<file path="src/rtl/controlador_memoria_datos_if.sv">
// Request/response handshake plus data-memory port bundle for the load/store sequencer.
interface controlador_memoria_datos_if #(
    parameter int unsigned ADDR_W = 64,
    parameter int unsigned DATA_W = 64
);
    logic              req_valid;
    logic              req_ready;
    logic              req_we;
    logic [1:0]        req_size;
    logic              req_unsigned;
    logic [ADDR_W-1:0] req_addr;
    logic [DATA_W-1:0] req_wdata;
    logic              resp_valid;
    logic [DATA_W-1:0] resp_rdata;
    logic              resp_err;
    logic              mem_we;
    logic [ADDR_W-1:0] mem_a;
    logic [DATA_W-1:0] mem_wd;
    logic [DATA_W-1:0] mem_rd;

    // Environment side: control unit issuing requests and the memory returning rd.
    modport master (
        output req_valid, req_we, req_size, req_unsigned, req_addr, req_wdata, mem_rd,
        input  req_ready, resp_valid, resp_rdata, resp_err, mem_we, mem_a, mem_wd
    );

    // Sequencer side.
    modport slave (
        input  req_valid, req_we, req_size, req_unsigned, req_addr, req_wdata, mem_rd,
        output req_ready, resp_valid, resp_rdata, resp_err, mem_we, mem_a, mem_wd
    );
endinterface

</file>
<file path="src/rtl/controlador_memoria_datos.sv">
// Load/store sequencer for the multicycle core's data memory: byte-lane extraction
// with sign/zero extension on loads, read-modify-write for sub-doubleword stores.
module controlador_memoria_datos #(
    parameter int unsigned ADDR_W = 64,
    parameter int unsigned DATA_W = 64
) (
    input  logic                      clk,
    input  logic                      rst_n,
    controlador_memoria_datos_if.slave bus
);

    localparam int unsigned OFF_W = 3;

    typedef enum logic [2:0] {
        IDLE = 3'd0,
        RD1  = 3'd1,
        RD2  = 3'd2,
        WR   = 3'd3,
        RESP = 3'd4
    } state_e;

    state_e            state_q, state_d;
    logic              req_ready_q, req_ready_d;
    logic              resp_valid_q, resp_valid_d;
    logic [DATA_W-1:0] resp_rdata_q, resp_rdata_d;
    logic              resp_err_q, resp_err_d;
    logic              mem_we_q, mem_we_d;
    logic [ADDR_W-1:0] mem_a_q, mem_a_d;
    logic [DATA_W-1:0] mem_wd_q, mem_wd_d;

    logic              req_we_q, req_we_d;
    logic [1:0]        req_size_q, req_size_d;
    logic              req_uns_q, req_uns_d;
    logic [ADDR_W-1:0] req_addr_q, req_addr_d;
    logic [DATA_W-1:0] req_wdata_q, req_wdata_d;

    logic [OFF_W-1:0]  off_c;

    // Size-dependent alignment: half needs addr[0]=0, word addr[1:0]=0, double addr[2:0]=0.
    function automatic logic misaligned(input logic [1:0] size, input logic [OFF_W-1:0] a);
        logic r;
        case (size)
            2'b01:   r = a[0];
            2'b10:   r = |a[1:0];
            2'b11:   r = |a[2:0];
            default: r = 1'b0;
        endcase
        return r;
    endfunction

    // Little-endian lane select, then truncate to size and extend.
    function automatic logic [DATA_W-1:0] extract(input logic [DATA_W-1:0] d,
                                                  input logic [OFF_W-1:0]  off,
                                                  input logic [1:0]        size,
                                                  input logic              uns);
        logic [DATA_W-1:0] s;
        logic [DATA_W-1:0] r;
        s = d >> {off, 3'b000};
        case (size)
            2'b00:   r = uns ? DATA_W'(s[7:0])  : {{(DATA_W-8){s[7]}},   s[7:0]};
            2'b01:   r = uns ? DATA_W'(s[15:0]) : {{(DATA_W-16){s[15]}}, s[15:0]};
            2'b10:   r = uns ? DATA_W'(s[31:0]) : {{(DATA_W-32){s[31]}}, s[31:0]};
            default: r = s;
        endcase
        return r;
    endfunction

    // Replace lanes off..off+size-1 of the old doubleword with the low bytes of wdata.
    function automatic logic [DATA_W-1:0] merge(input logic [DATA_W-1:0] old,
                                                input logic [DATA_W-1:0] wdata,
                                                input logic [OFF_W-1:0]  off,
                                                input logic [1:0]        size);
        logic [DATA_W-1:0] mask;
        case (size)
            2'b00:   mask = DATA_W'(64'h0000_0000_0000_00FF);
            2'b01:   mask = DATA_W'(64'h0000_0000_0000_FFFF);
            2'b10:   mask = DATA_W'(64'h0000_0000_FFFF_FFFF);
            default: mask = {DATA_W{1'b1}};
        endcase
        mask = mask << {off, 3'b000};
        return (old & ~mask) | ((wdata << {off, 3'b000}) & mask);
    endfunction

    assign off_c = req_addr_q[OFF_W-1:0];

    // Next-state and registered-output computation.
    always_comb begin
        state_d      = state_q;
        resp_rdata_d = resp_rdata_q;
        resp_err_d   = resp_err_q;
        mem_we_d     = 1'b0;
        mem_a_d      = mem_a_q;
        mem_wd_d     = mem_wd_q;
        req_we_d     = req_we_q;
        req_size_d   = req_size_q;
        req_uns_d    = req_uns_q;
        req_addr_d   = req_addr_q;
        req_wdata_d  = req_wdata_q;

        case (state_q)
            IDLE: begin
                if (bus.req_valid) begin
                    req_we_d    = bus.req_we;
                    req_size_d  = bus.req_size;
                    req_uns_d   = bus.req_unsigned;
                    req_addr_d  = bus.req_addr;
                    req_wdata_d = bus.req_wdata;
                    if (misaligned(bus.req_size, bus.req_addr[OFF_W-1:0])) begin
                        state_d      = RESP;
                        resp_err_d   = 1'b1;
                        resp_rdata_d = '0;
                    end else if (bus.req_we && (bus.req_size == 2'b11)) begin
                        state_d  = WR;
                        mem_we_d = 1'b1;
                        mem_a_d  = bus.req_addr >> 3;
                        mem_wd_d = bus.req_wdata;
                    end else begin
                        state_d = RD1;
                        mem_a_d = bus.req_addr >> 3;
                    end
                end
            end
            RD1: begin
                state_d = RD2;
            end
            // The end of RD2 is the capture point of mem_rd; the buffered doubleword
            // is folded straight into the registered result / write data here.
            RD2: begin
                if (req_we_q) begin
                    state_d  = WR;
                    mem_we_d = 1'b1;
                    mem_a_d  = req_addr_q >> 3;
                    mem_wd_d = merge(bus.mem_rd, req_wdata_q, off_c, req_size_q);
                end else begin
                    state_d      = RESP;
                    resp_err_d   = 1'b0;
                    resp_rdata_d = extract(bus.mem_rd, off_c, req_size_q, req_uns_q);
                end
            end
            WR: begin
                state_d      = RESP;
                resp_err_d   = 1'b0;
                resp_rdata_d = '0;
            end
            RESP: begin
                state_d = IDLE;
            end
            default: begin
                state_d = IDLE;
            end
        endcase

        resp_valid_d = (state_d == RESP);
        req_ready_d  = (state_d == IDLE);
    end

    // State register; reset aborts any operation immediately.
    always_ff @(posedge clk or negedge rst_n) begin
        if (!rst_n) begin
            state_q      <= IDLE;
            req_ready_q  <= 1'b1;
            resp_valid_q <= 1'b0;
            resp_rdata_q <= '0;
            resp_err_q   <= 1'b0;
            mem_we_q     <= 1'b0;
            mem_a_q      <= '0;
            mem_wd_q     <= '0;
            req_we_q     <= 1'b0;
            req_size_q   <= 2'b00;
            req_uns_q    <= 1'b0;
            req_addr_q   <= '0;
            req_wdata_q  <= '0;
        end else begin
            state_q      <= state_d;
            req_ready_q  <= req_ready_d;
            resp_valid_q <= resp_valid_d;
            resp_rdata_q <= resp_rdata_d;
            resp_err_q   <= resp_err_d;
            mem_we_q     <= mem_we_d;
            mem_a_q      <= mem_a_d;
            mem_wd_q     <= mem_wd_d;
            req_we_q     <= req_we_d;
            req_size_q   <= req_size_d;
            req_uns_q    <= req_uns_d;
            req_addr_q   <= req_addr_d;
            req_wdata_q  <= req_wdata_d;
        end
    end

    assign bus.req_ready  = req_ready_q;
    assign bus.resp_valid = resp_valid_q;
    assign bus.resp_rdata = resp_rdata_q;
    assign bus.resp_err   = resp_err_q;
    assign bus.mem_we     = mem_we_q;
    assign bus.mem_a      = mem_a_q;
    assign bus.mem_wd     = mem_wd_q;

endmodule

</file>
<file path="src/flat_wrapper.sv">
// flat-port wrapper written by rule: the top's interface ports become plain ports
module controlador_memoria_datos_flat 
#(
    parameter int unsigned ADDR_W = 64,
    parameter int unsigned DATA_W = 64
)
  (clk, rst_n, bus_req_valid, bus_req_we, bus_req_size, bus_req_unsigned, bus_req_addr, bus_req_wdata, bus_mem_rd, bus_req_ready, bus_resp_valid, bus_resp_rdata, bus_resp_err, bus_mem_we, bus_mem_a, bus_mem_wd);
  controlador_memoria_datos_if #(.ADDR_W(ADDR_W), .DATA_W(DATA_W)) bus_i ();
  input  logic clk;
  input  logic rst_n;
  input wire logic [$bits(bus_i.req_valid)-1:0] bus_req_valid;
  input wire logic [$bits(bus_i.req_we)-1:0] bus_req_we;
  input wire logic [$bits(bus_i.req_size)-1:0] bus_req_size;
  input wire logic [$bits(bus_i.req_unsigned)-1:0] bus_req_unsigned;
  input wire logic [$bits(bus_i.req_addr)-1:0] bus_req_addr;
  input wire logic [$bits(bus_i.req_wdata)-1:0] bus_req_wdata;
  input wire logic [$bits(bus_i.mem_rd)-1:0] bus_mem_rd;
  output wire logic [$bits(bus_i.req_ready)-1:0] bus_req_ready;
  output wire logic [$bits(bus_i.resp_valid)-1:0] bus_resp_valid;
  output wire logic [$bits(bus_i.resp_rdata)-1:0] bus_resp_rdata;
  output wire logic [$bits(bus_i.resp_err)-1:0] bus_resp_err;
  output wire logic [$bits(bus_i.mem_we)-1:0] bus_mem_we;
  output wire logic [$bits(bus_i.mem_a)-1:0] bus_mem_a;
  output wire logic [$bits(bus_i.mem_wd)-1:0] bus_mem_wd;
  assign bus_i.req_valid = bus_req_valid;
  assign bus_i.req_we = bus_req_we;
  assign bus_i.req_size = bus_req_size;
  assign bus_i.req_unsigned = bus_req_unsigned;
  assign bus_i.req_addr = bus_req_addr;
  assign bus_i.req_wdata = bus_req_wdata;
  assign bus_i.mem_rd = bus_mem_rd;
  assign bus_req_ready = bus_i.req_ready;
  assign bus_resp_valid = bus_i.resp_valid;
  assign bus_resp_rdata = bus_i.resp_rdata;
  assign bus_resp_err = bus_i.resp_err;
  assign bus_mem_we = bus_i.mem_we;
  assign bus_mem_a = bus_i.mem_a;
  assign bus_mem_wd = bus_i.mem_wd;
  controlador_memoria_datos #(.ADDR_W(ADDR_W), .DATA_W(DATA_W)) u_core (.clk(clk), .rst_n(rst_n), .bus(bus_i));
endmodule
</file>
<file path="config.mk">
export PLATFORM = sky130hd
export DESIGN_NAME = controlador_memoria_datos_flat
export DESIGN_NICKNAME = d
export VERILOG_FILES = /design/src/rtl/controlador_memoria_datos_if.sv /design/src/rtl/controlador_memoria_datos.sv /design/src/flat_wrapper.sv
export SDC_FILE = /design/constraint.sdc
export NUM_CORES = 1
export LEC_CHECK = 0
export ABC_AREA = 1
export CORE_MARGIN = 5
export CORE_UTILIZATION = 47
export DETAILED_ROUTE_END_ITERATION = 16
export PLACE_DENSITY_LB_ADDON = 0.25
export SYNTH_ARGS = -nofsm -noshare
export SYNTH_HDL_FRONTEND = slang
export SYNTH_SLANG_ARGS = --single-unit
</file>
<file path="constraint.sdc">
create_clock -name clk -period 1.63 [get_ports clk]
set_clock_uncertainty 0.2 [all_clocks]
set_input_delay 0.326 -clock clk [delete_from_list [all_inputs] [get_ports clk]]
set_output_delay 0.326 -clock clk [all_outputs]
set_load 0.005 [all_outputs]
</file>
==> metrics.csv, run 1 <==
metric;value;unit
nets;3362;
ioPinCount;395;
grt.total_usage;38.6;%
drtIter0Drc;2624;
grt_pass1_vias;21267;
tightest_slew;0.545;ns
finalSetupViolations;407;
grt_pass1_wl;126000;µm
start_util;47.2;%
htree_num_levels;2;
synth_top_cell_by_area;dfrtp_1;
clock_latency;0.57;ns
period_needed;2.23;ns
critPathLaunchType;flop;
avgSynthCellArea;7.62;µm²
timing.fmax;449;MHz
tns;-135.52;ns
ys_seq_area_share;45.2;%
setup_ws;-0.598;ns
rows;72;
antenna_found_initial;3;
crit_arrival;2.49;ns
clock_sinks;328;
drv_slew;0;
netlist_instances;2382;
cts_made_buffers;36;
crit_type;flop to flop;
ys_top_cells_by_count;nand2_1, dfrtp_1, o21ai_0, nand3_1, nor2_1;
drive_above_1_share;38.5;%
vias_per_cell;6.07;
synth-warning-count;0;
first_pass_iters;6;
wl;98700;µm
leakagePower;0.0146;µW
die_area;42700;µm²
synth_enable_flop_cells;0;
synthFlopType;dfrtp_1;
fin_hold_ws;0.168;ns
pre_cts_slack;-0.648;ns
async_reset_ff_share;100;%
fin_area;30300;µm²
postRouteAntennaNets;0;
ys_ff_latch;328;
status;finished with violations;
critPathRequiredTime;1.90;ns
rsz0062_at_grt;yes;
synth_area;18200;µm²
place_congestion;0.985;
clk_pin_slew_worst_paths;0.07;ns
portBuffers;391;
routedWlPerCell;26.6;µm
place_hpwl;56400;µm
final-seq-area;8220;µm²
timing_hold_violations_final;0;
cts-root-buf;clkbuf_16;
synth_top_area_share;45.1;%
max-cap-violations;0;
synth_area_leaders;dfrtp_1, nand2_1, mux2_2;
yosysUniqueCellTypes;33;
grt_max_degree;76;
powerDensity;2130;nW/µm²
vias;22535;
core-area;38500;µm²
multiInputGateArea;10500;µm²
drc_errors;0;
ir_worst_vdd;1490;µV
fill_cells;2410;
cp_max_fo;29;
overflow;0;
violations;setup timing;
finalCritPeriodShare;137;%
min_path_type;input port to flop;
relSlewSlack;63.6;%
die_y;207;µm
clockBufferDepth;3;
synth.most_common_cell;nand2_1;
cts_tree;done;
syn2layout_area_growth;66.7;%
chipWidth;207;µm
end_kind;flop;
place_area;24900;µm²
[layout make-up]
class	count	area share [%]
clock inverters	14	0.541
inverters	127	1.83
repair buffers	905	30.3
clock buffers	50	3.28
well taps	518	2.14
repair inverters	2	0.0620
flip-flops and latches	328	27.1
multi-input cells	1763	34.7
diodes	3	0.0248
[flip-flops by register name (all words and copies together), names as in the netlist]
name,flops
u_core.req_size_q,2
u_core.req_uns_q,1
u_core.bus.req_ready,1
u_core.state_q,3
u_core.bus.mem_we,1
u_core.req_addr_q,64
u_core.bus.mem_wd,64
u_core.bus.resp_rdata,64
u_core.bus.mem_a,61
u_core.bus.resp_err,1
u_core.bus.resp_valid,1
u_core.req_we_q,1
u_core.req_wdata_q,64
[final timing paths]
| path | start | to | slack (ns) | cells after the start |
|---|---|---|---|---|
| setup / recovery | u_core.state_q[2] | u_core.bus.mem_wd[18] | -0.60 | 9 |
| hold / removal | bus_req_wdata[37] | u_core.req_wdata_q[37] | 0.17 | 3 |
| setup reg to reg | u_core.state_q[2] | u_core.bus.mem_wd[18] | -0.60 | 9 |
| hold reg to reg | u_core.bus.mem_wd[52] | u_core.bus.mem_wd[52] | 0.27 | 2 |
| max in group asynchronous | rst_n | u_core.bus.resp_rdata[48] | 0.04 | 3 |
| min in group asynchronous | rst_n | u_core.bus.resp_rdata[55] | 0.22 | 3 |
[layout by cell type, fill, tap and decap left out, types with 7 or more instances in the layout]
master,n
mux2_2,95
a31oi_4,18
nand3_2,37
buf_6,47
a21boi_1,9
buf_12,56
nor2_2,29
clkbuf_16,66
o21ai_0,84
clkbuf_1,10
a31oi_2,12
o211ai_1,43
nand2_4,16
a21oi_1,82
buf_4,332
clkdlybuf4s50_1,202
o22ai_1,7
nand2_2,83
a31oi_1,32
o21ai_1,76
clkinv_2,8
nand3_1,119
dfrtp_1,322
nor2_1,78
a21boi_2,8
o21bai_1,26
buf_16,36
buf_2,186
nand3b_1,7
nand2_1,745
inv_1,111
o21ai_2,49
a21oi_2,32
nor2_4,28
nand2_8,11
o21ai_4,9
[cells by family (layout without fill, tap and decap cells)]
| logic type | after synthesis | in the layout | synth area share (%) |
|---|---|---|---|
| multiplexers | 95 | 95 | 5.89 |
| other | 1 | 6 | 0.0207 |
| flip-flops | 328 | 328 | 45.2 |
| buffers and inverters | 297 | 1098 | 7.61 |
| AO/OA/AOI/OAI | 499 | 499 | 15.5 |
| AND/OR/NAND/NOR | 1162 | 1166 | 25.7 |
[what timing repair did]
action	CTS	global route
resized for setup	1164	265
buffers inserted	101	23
hold endpoints to repair	327	0
endpoints found under the setup margin	498	412
gates cloned	38	35
pin swaps	90	79
hold buffers	4	0
[layer usage]
layer  vias to the layer above  track usage (%)  part of all wire, %  routed length (µm)
li1                       9474                -                    -                   -
met1                     10723             47.4                   34               33800
met2                      1760             64.9                   46               45700
met3                       576             7.53                   11               10400
met4                         2             20.1                  8.8                8730
met5                         -                0                0.013                  13
[through the flow]
| step | power, µW | util, % | cells |
|---|---|---|---|
| floorplan | 28900 | - | 2384 |
| global placement | 42900 | 64.8 | 3446 |
| detailed placement | 43500 | 64.8 | 3446 |
| CTS | 57400 | 73.3 | 3653 |
| global route | 67000 | 78.7 | 3707 |
| finish | 64600 | 78.7 | 3710 |
[power breakdown]
group	switching (µW)	total, µW	internal, µW	leakage (µW)
Combinational	22200	41000	18800	0.0100
Sequential	3290	15200	11900	0.00394
Clock	3640	8410	4760	0.000574
Total	29100	64600	35500	0.0146
[critical path, cell delays in order, from the launching register on]
cell	delay [ns]
dfrtp_2	0.46
nor3_4	0.22
buf_6	0.16
nand2_8	0.08
nand2_8	0.11
nand3_4	0.16
buf_12	0.21
clkbuf_16	0.21
nand2_2	0.08
a21boi_1	0.21
Note: power is estimated with default switching activity, not from simulation.
==> run 2: changes to the inputs <==
- CORE_UTILIZATION: 47 -> 56
- clock period: 1.63 -> 2.78 ns (I/O delays scaled with it)
==> run 2 against run 1 <==
The run now ends clean. Worst setup slack gained 0.69 ns. Sequential power down 44%. Flip-flop and latch count unchanged. Die area fell by 15%. Total power shrank 57%. Combinational power fell by 64%. Critical path type unchanged. Highest routed layer unchanged.
==> metrics.csv, run 2 (synthesized netlist as in run 1, its figures left out) <==
metric;value;unit
status;finished clean;
timing.fmax;371;MHz
clk_pin_slew_worst_paths;0.06;ns
layout_commonest_cell;nand2_1;
portBuffers;391;
clock_latency;0.53;ns
rows;66;
start_util;56.2;%
hold_depth;2;
vias_per_cell;5.89;
final_cell_mix;nand2_1, clkdlybuf4s50_1, dfrtp_1, o21ai_0, nand3_1;
hold_path_startpoint;u_core.bus.resp_err;
crit_chain;inv_2 > buf_4 > nand2_2 > nand2_1 > nand2_1 > o21ai_0 > a21oi_1 > nand2_1 > a21boi_1;
finalSetupViolations;0;
nets;2913;
clockBufferDepth;3;
antenna_found_initial;2;
place_congestion;1.02;
grt_pass1_vias;18644;
ff2ff_path_depth;9;
timing_hold_violations_final;0;
grt_max_degree;143;
crit_type;flop to flop;
r2r-start;u_core.req_addr_q[0];
cts_made_buffers;34;
critPathMostFrequentCell;nand2_1;
tns;0;ns
die_area;36100;µm²
wl;70100;µm
setup_ws;0.0881;ns
clock_sinks;328;
fill_cells;2408;
powerDensity;1180;nW/µm²
max-cap-violations;0;
ioPinCount;395;
relSlewSlack;27.8;%
timing.rr.end;u_core.bus.mem_wd[41];
postRouteAntennaNets;0;
slowest_stage;dfrtp_4;
rsz0062_at_grt;no;
r2r_slack;0.09;ns
hold_end;u_core.bus.resp_err;
routedWlPerCell;22.0;µm
period_needed;2.69;ns
leakagePower;0.0111;µW
end_kind;flop;
cts_setup_buffers;0;
syn2layout_area_growth;30.2;%
drive_above_1_share;9.42;%
cts_tree;done;
critPathLaunchType;flop;
tightest_slew;1.07;ns
chipWidth;190;µm
ir_worst_vdd;773;µV
multiInputGateArea;8610;µm²
die_y;190;µm
cp_max_fo;19;
drtIter0Drc;2141;
vias;18730;
htree_num_levels;2;
grt_pass1_wl;107000;µm
place_hpwl;51000;µm
min_path_type;flop to flop;
core-area;32300;µm²
pre_cts_slack;0.0326;ns
critPathRequiredTime;2.98;ns
final-seq-area;8210;µm²
crit_path_max_incr_delay;0.58;ns
cts-root-buf;clkbuf_16;
grt.total_usage;37.9;%
crit_arrival;2.89;ns
drv_slew;0;
first_pass_iters;6;
antenna_cells;0;
overflow;0;
finalCritPeriodShare;96.8;%
drc_errors;0;
crit_path_start;u_core.req_addr_q[0];
## run 2: cell types whose count changed in the layout (fill, tap and decap cells not counted), sizes merged, moves of 6 or more
| cell | change |
|---|---|
| clkdlybuf4s50 | +188 |
| bufbuf | -6 |
| buf | -590 |
| clkbuf | -33 |
## run 2: repair_timing
action	in CTS	in global routing
endpoints found under the hold margin	67	0
setup endpoints to repair	0	1
gates resized for setup	0	1
hold buffers	1	0
## run 2: layout make-up
class / count / area share, %
clock buffer: 47 / 4.11
tap: 442 / 2.34
timing repair buffer: 464 / 19.9
sequential: 328 / 34.7
multi-input combinational: 1759 / 36.4
clock inverter: 14 / 0.513
inverter: 127 / 2.03
## run 2: worst max path at each step
stage,end
2_1_floorplan,u_core.bus.mem_wd[39]
3_3_place_gp,u_core.bus.mem_wd[47]
3_5_place_dp,u_core.bus.mem_wd[47]
4_1_cts,u_core.bus.mem_wd[47]
5_1_grt,u_core.bus.mem_wd[39]
6_report,u_core.bus.mem_wd[41]
## run 2: metal layers
layer  global-route usage, %  part of all wire, %  up-vias
li1                        -                    -     8487
met1                    49.7                   38     8946
met2                    61.0                   47     1094
met3                    8.51                  9.9      199
met4                    16.0                  4.9        4
met5                       0                0.057        -
## run 2: stage by stage
| step | instance area (µm²) | cells | power (µW) | hold slack, ns | utilization, % |
|---|---|---|---|---|---|
| 3_5_place_dp | 22500 | 3119 | 22900 | 0.259 | 69.8 |
| 4_1_cts | 23600 | 3181 | 27600 | 0.274 | 73.2 |
| 2_1_floorplan | 18200 | 2384 | 16600 | 0.0604 | - |
| 3_3_place_gp | 22500 | 3119 | 22500 | 0.257 | 69.8 |
| 6_report | 23600 | 3181 | 27900 | 0.275 | 73.2 |
| 5_1_grt | 23600 | 3181 | 29500 | 0.294 | 73.2 |
## run 2: where the power goes
group          internal [µW]  leakage (µW)  switching (µW)
Combinational           6100       0.00665            8790
Sequential              6990       0.00395            1530
Clock                   2560      0.000536            1960
Total                  15700        0.0111           12300
## run 2: worst max-delay path: cells and delay by family, from the launching register on
kind / cells / cell delay, ns
AO/OA/AOI/OAI: 3 / 0.77
AND/OR/NAND/NOR: 4 / 0.46
flip-flops: 1 / 0.58
buffers and inverters: 2 / 0.56
==> RTL edit, RTL diff (flow settings as in run 1) <==
`req_wdata_q` no longer has a reset.
--- a/src/rtl/controlador_memoria_datos.sv
+++ b/src/rtl/controlador_memoria_datos.sv
@@ -171,3 +171,2 @@
             req_addr_q   <= '0;
-            req_wdata_q  <= '0;
         end else begin
@@ -185,4 +184,7 @@
             req_addr_q   <= req_addr_d;
-            req_wdata_q  <= req_wdata_d;
         end
+    end
+
+    always_ff @(posedge clk) begin
+        req_wdata_q <= req_wdata_d;
     end
Formal check against the unedited RTL: no difference found for any inputs over 4 cycles, from zero or initial values and one cycle with rst_n low; that may be too few to reach the edited logic, so the function may still have changed.
==> RTL edit against run 1 <==
- the run still ends with setup timing left
- critical path depth increased by 2
- non-clock buffer count is 196 lower
- synthesized area shrank 1.9%
- via count is 11% lower
- sequential power down 6%
- sequential cell count did not move
- wire length is 21% lower
- power down 16%
- critical path type unchanged
- design area shrank 11%
- setup slack improved by 0.14 ns
- highest routed layer unchanged
==> RTL edit: results (changes against run 1) <==
critical_path:
  critPathMaxStageDelay_ns: 0.57  # was 0.46 ns
  crit_arrival_ns: 2.38  # was 2.49 ns
  crit_fanout: 21  # was 29
  cpMaxStageDelayCell: "dfrtp_4"  # was dfrtp_2
grt:
  grt_pass1_wl_mm: 111.2  # was 125.9 mm
  track_usage_pct: 34.22  # was 38.62%
  grt_max_degree: 86  # was 76
  grt_pass1_vias: 19060  # was 21.27k
detailed_routing:
  via_per_inst: 5.657  # was 6.074
synthesis:
  ys_top_cells_by_count: "nand2_1, dfrtp_1, nand3_1"  # was nand2_1, dfrtp_1, o21ai_0
  synth-edff-count: 64  # was 0
  seq_area_frac_synth_pct: 47.88  # was 45.21%
  synth_cell_types: 36  # was 33
  synth_compound_area_share_pct: 13.63  # was 15.54%
  synthArstFlopShare_pct: 80.49  # was 100.0%
status:
  status: "finished, violations left"  # unchanged
  violations: "setup timing"  # unchanged
placement:
  place_congestion: 1.088  # was 0.9848
  dpl_cell_area_sq_um: 24300  # was 24920 sq um
  dp_cells: 3430  # was 3446
cells_and_area:
  layout-drive-gt1-share_pct: 19.49  # was 38.48%
timing:
  finalSetupViolCount: 509  # was 407
  fin_ws_ns: -0.4586  # was -0.5983 ns
power:
  p_leak_nw: 12.69  # was 14.55 nW
  vdd_ir_drop_max_v: 0.001409  # was 0.001490 V
worst_hold_path:
  hold_class: "input port to async pin"  # was input port to flip-flop
[RTL edit: changes by cell type after synthesis, moves of 8 or more]
cell | before | now
a21oi_1 | 117 | 81
clkbuf_1 | 47 | 64
dfrtp_1 | 327 | 263
edfxtp_1 | 0 | 64
mux2_2 | 95 | 0
nand2_1 | 843 | 1000
nand3_1 | 158 | 207
o21a_1 | 0 | 8
o21ai_0 | 200 | 138
o21ai_1 | 18 | 30
[RTL edit: metrics by stage]
| step | setup TNS (ns) | hold WS [ns] | util (%) | setup slack, ns |
|---|---|---|---|---|
| global placement | -140.58 | 0.07503 | 64.67 | -0.6545 |
| finish | -136.18 | 0.1043 | 71.59 | -0.4586 |
| global route | -163.04 | 0.1233 | 71.57 | -0.5034 |
| floorplan | -9.283 | -0.1696 | - | -0.07864 |
| detailed placement | -150.66 | 0.07519 | 64.67 | -0.6767 |
| CTS | -138.21 | 0.08503 | 68.40 | -0.4304 |
[RTL edit: where the power goes]
part / leakage, nW / internal (mW) / switching (mW)
sequential: 3.82 / 11.9 / 2.39
clock: 0.568 / 4.61 / 3.50
combinational: 8.31 / 14.3 / 17.5
[RTL edit: repair_timing]
action / 4_1_cts / 5_1_grt
hold buffers: 1 / 0
gates resized for setup: 160 / 189
buffers inserted: 3 / 11
setup endpoints to repair: 518 / 519
cloned: 3 / 20
pin swaps: 15 / 32
endpoints found under the hold margin: 263 / 0
[RTL edit: kinds of logic after synthesis]
family,Yosys count
compound gates,417
buf+inv,289
flops,328
other cells,1
simple gates,1379
[RTL edit: layout make-up]
class                   count  area (sq um)
inverters                 120         494.2
clock buffers              53          1035
well taps                 511         639.4
repair buffers            709          7308
flip-flops and latches    328          8537
clock inverters            12         116.4
diodes                      2         5.005
multi-input cells        1800          8766
fillers                  2928         10680
[RTL edit: worst max path at each step]
stage                               startpoint                        end  slack [ns]  cells after the start
final                     u_core.req_addr_q[0]  u_core.bus.resp_rdata[29]       -0.46                     11
after global routing      u_core.req_addr_q[0]  u_core.bus.resp_rdata[29]       -0.50                     11
after CTS                 u_core.req_addr_q[0]  u_core.bus.resp_rdata[50]       -0.43                     11
after detailed placement       bus_req_size[1]      u_core.bus.mem_wd[37]       -0.68                     12
after global placement         bus_req_size[1]      u_core.bus.mem_wd[37]       -0.65                     12
after floorplan           u_core.req_addr_q[0]  u_core.bus.resp_rdata[30]       -0.08                     11
[RTL edit: layer usage]
layer  up-vias  wire length (um)  GRT usage, %
met5         -                27             0
met2      1197             36330         55.27
met4         4              3352         12.32
met3       197              8136         7.599
li1       9031                 -             -
met1      9567             30280         45.66
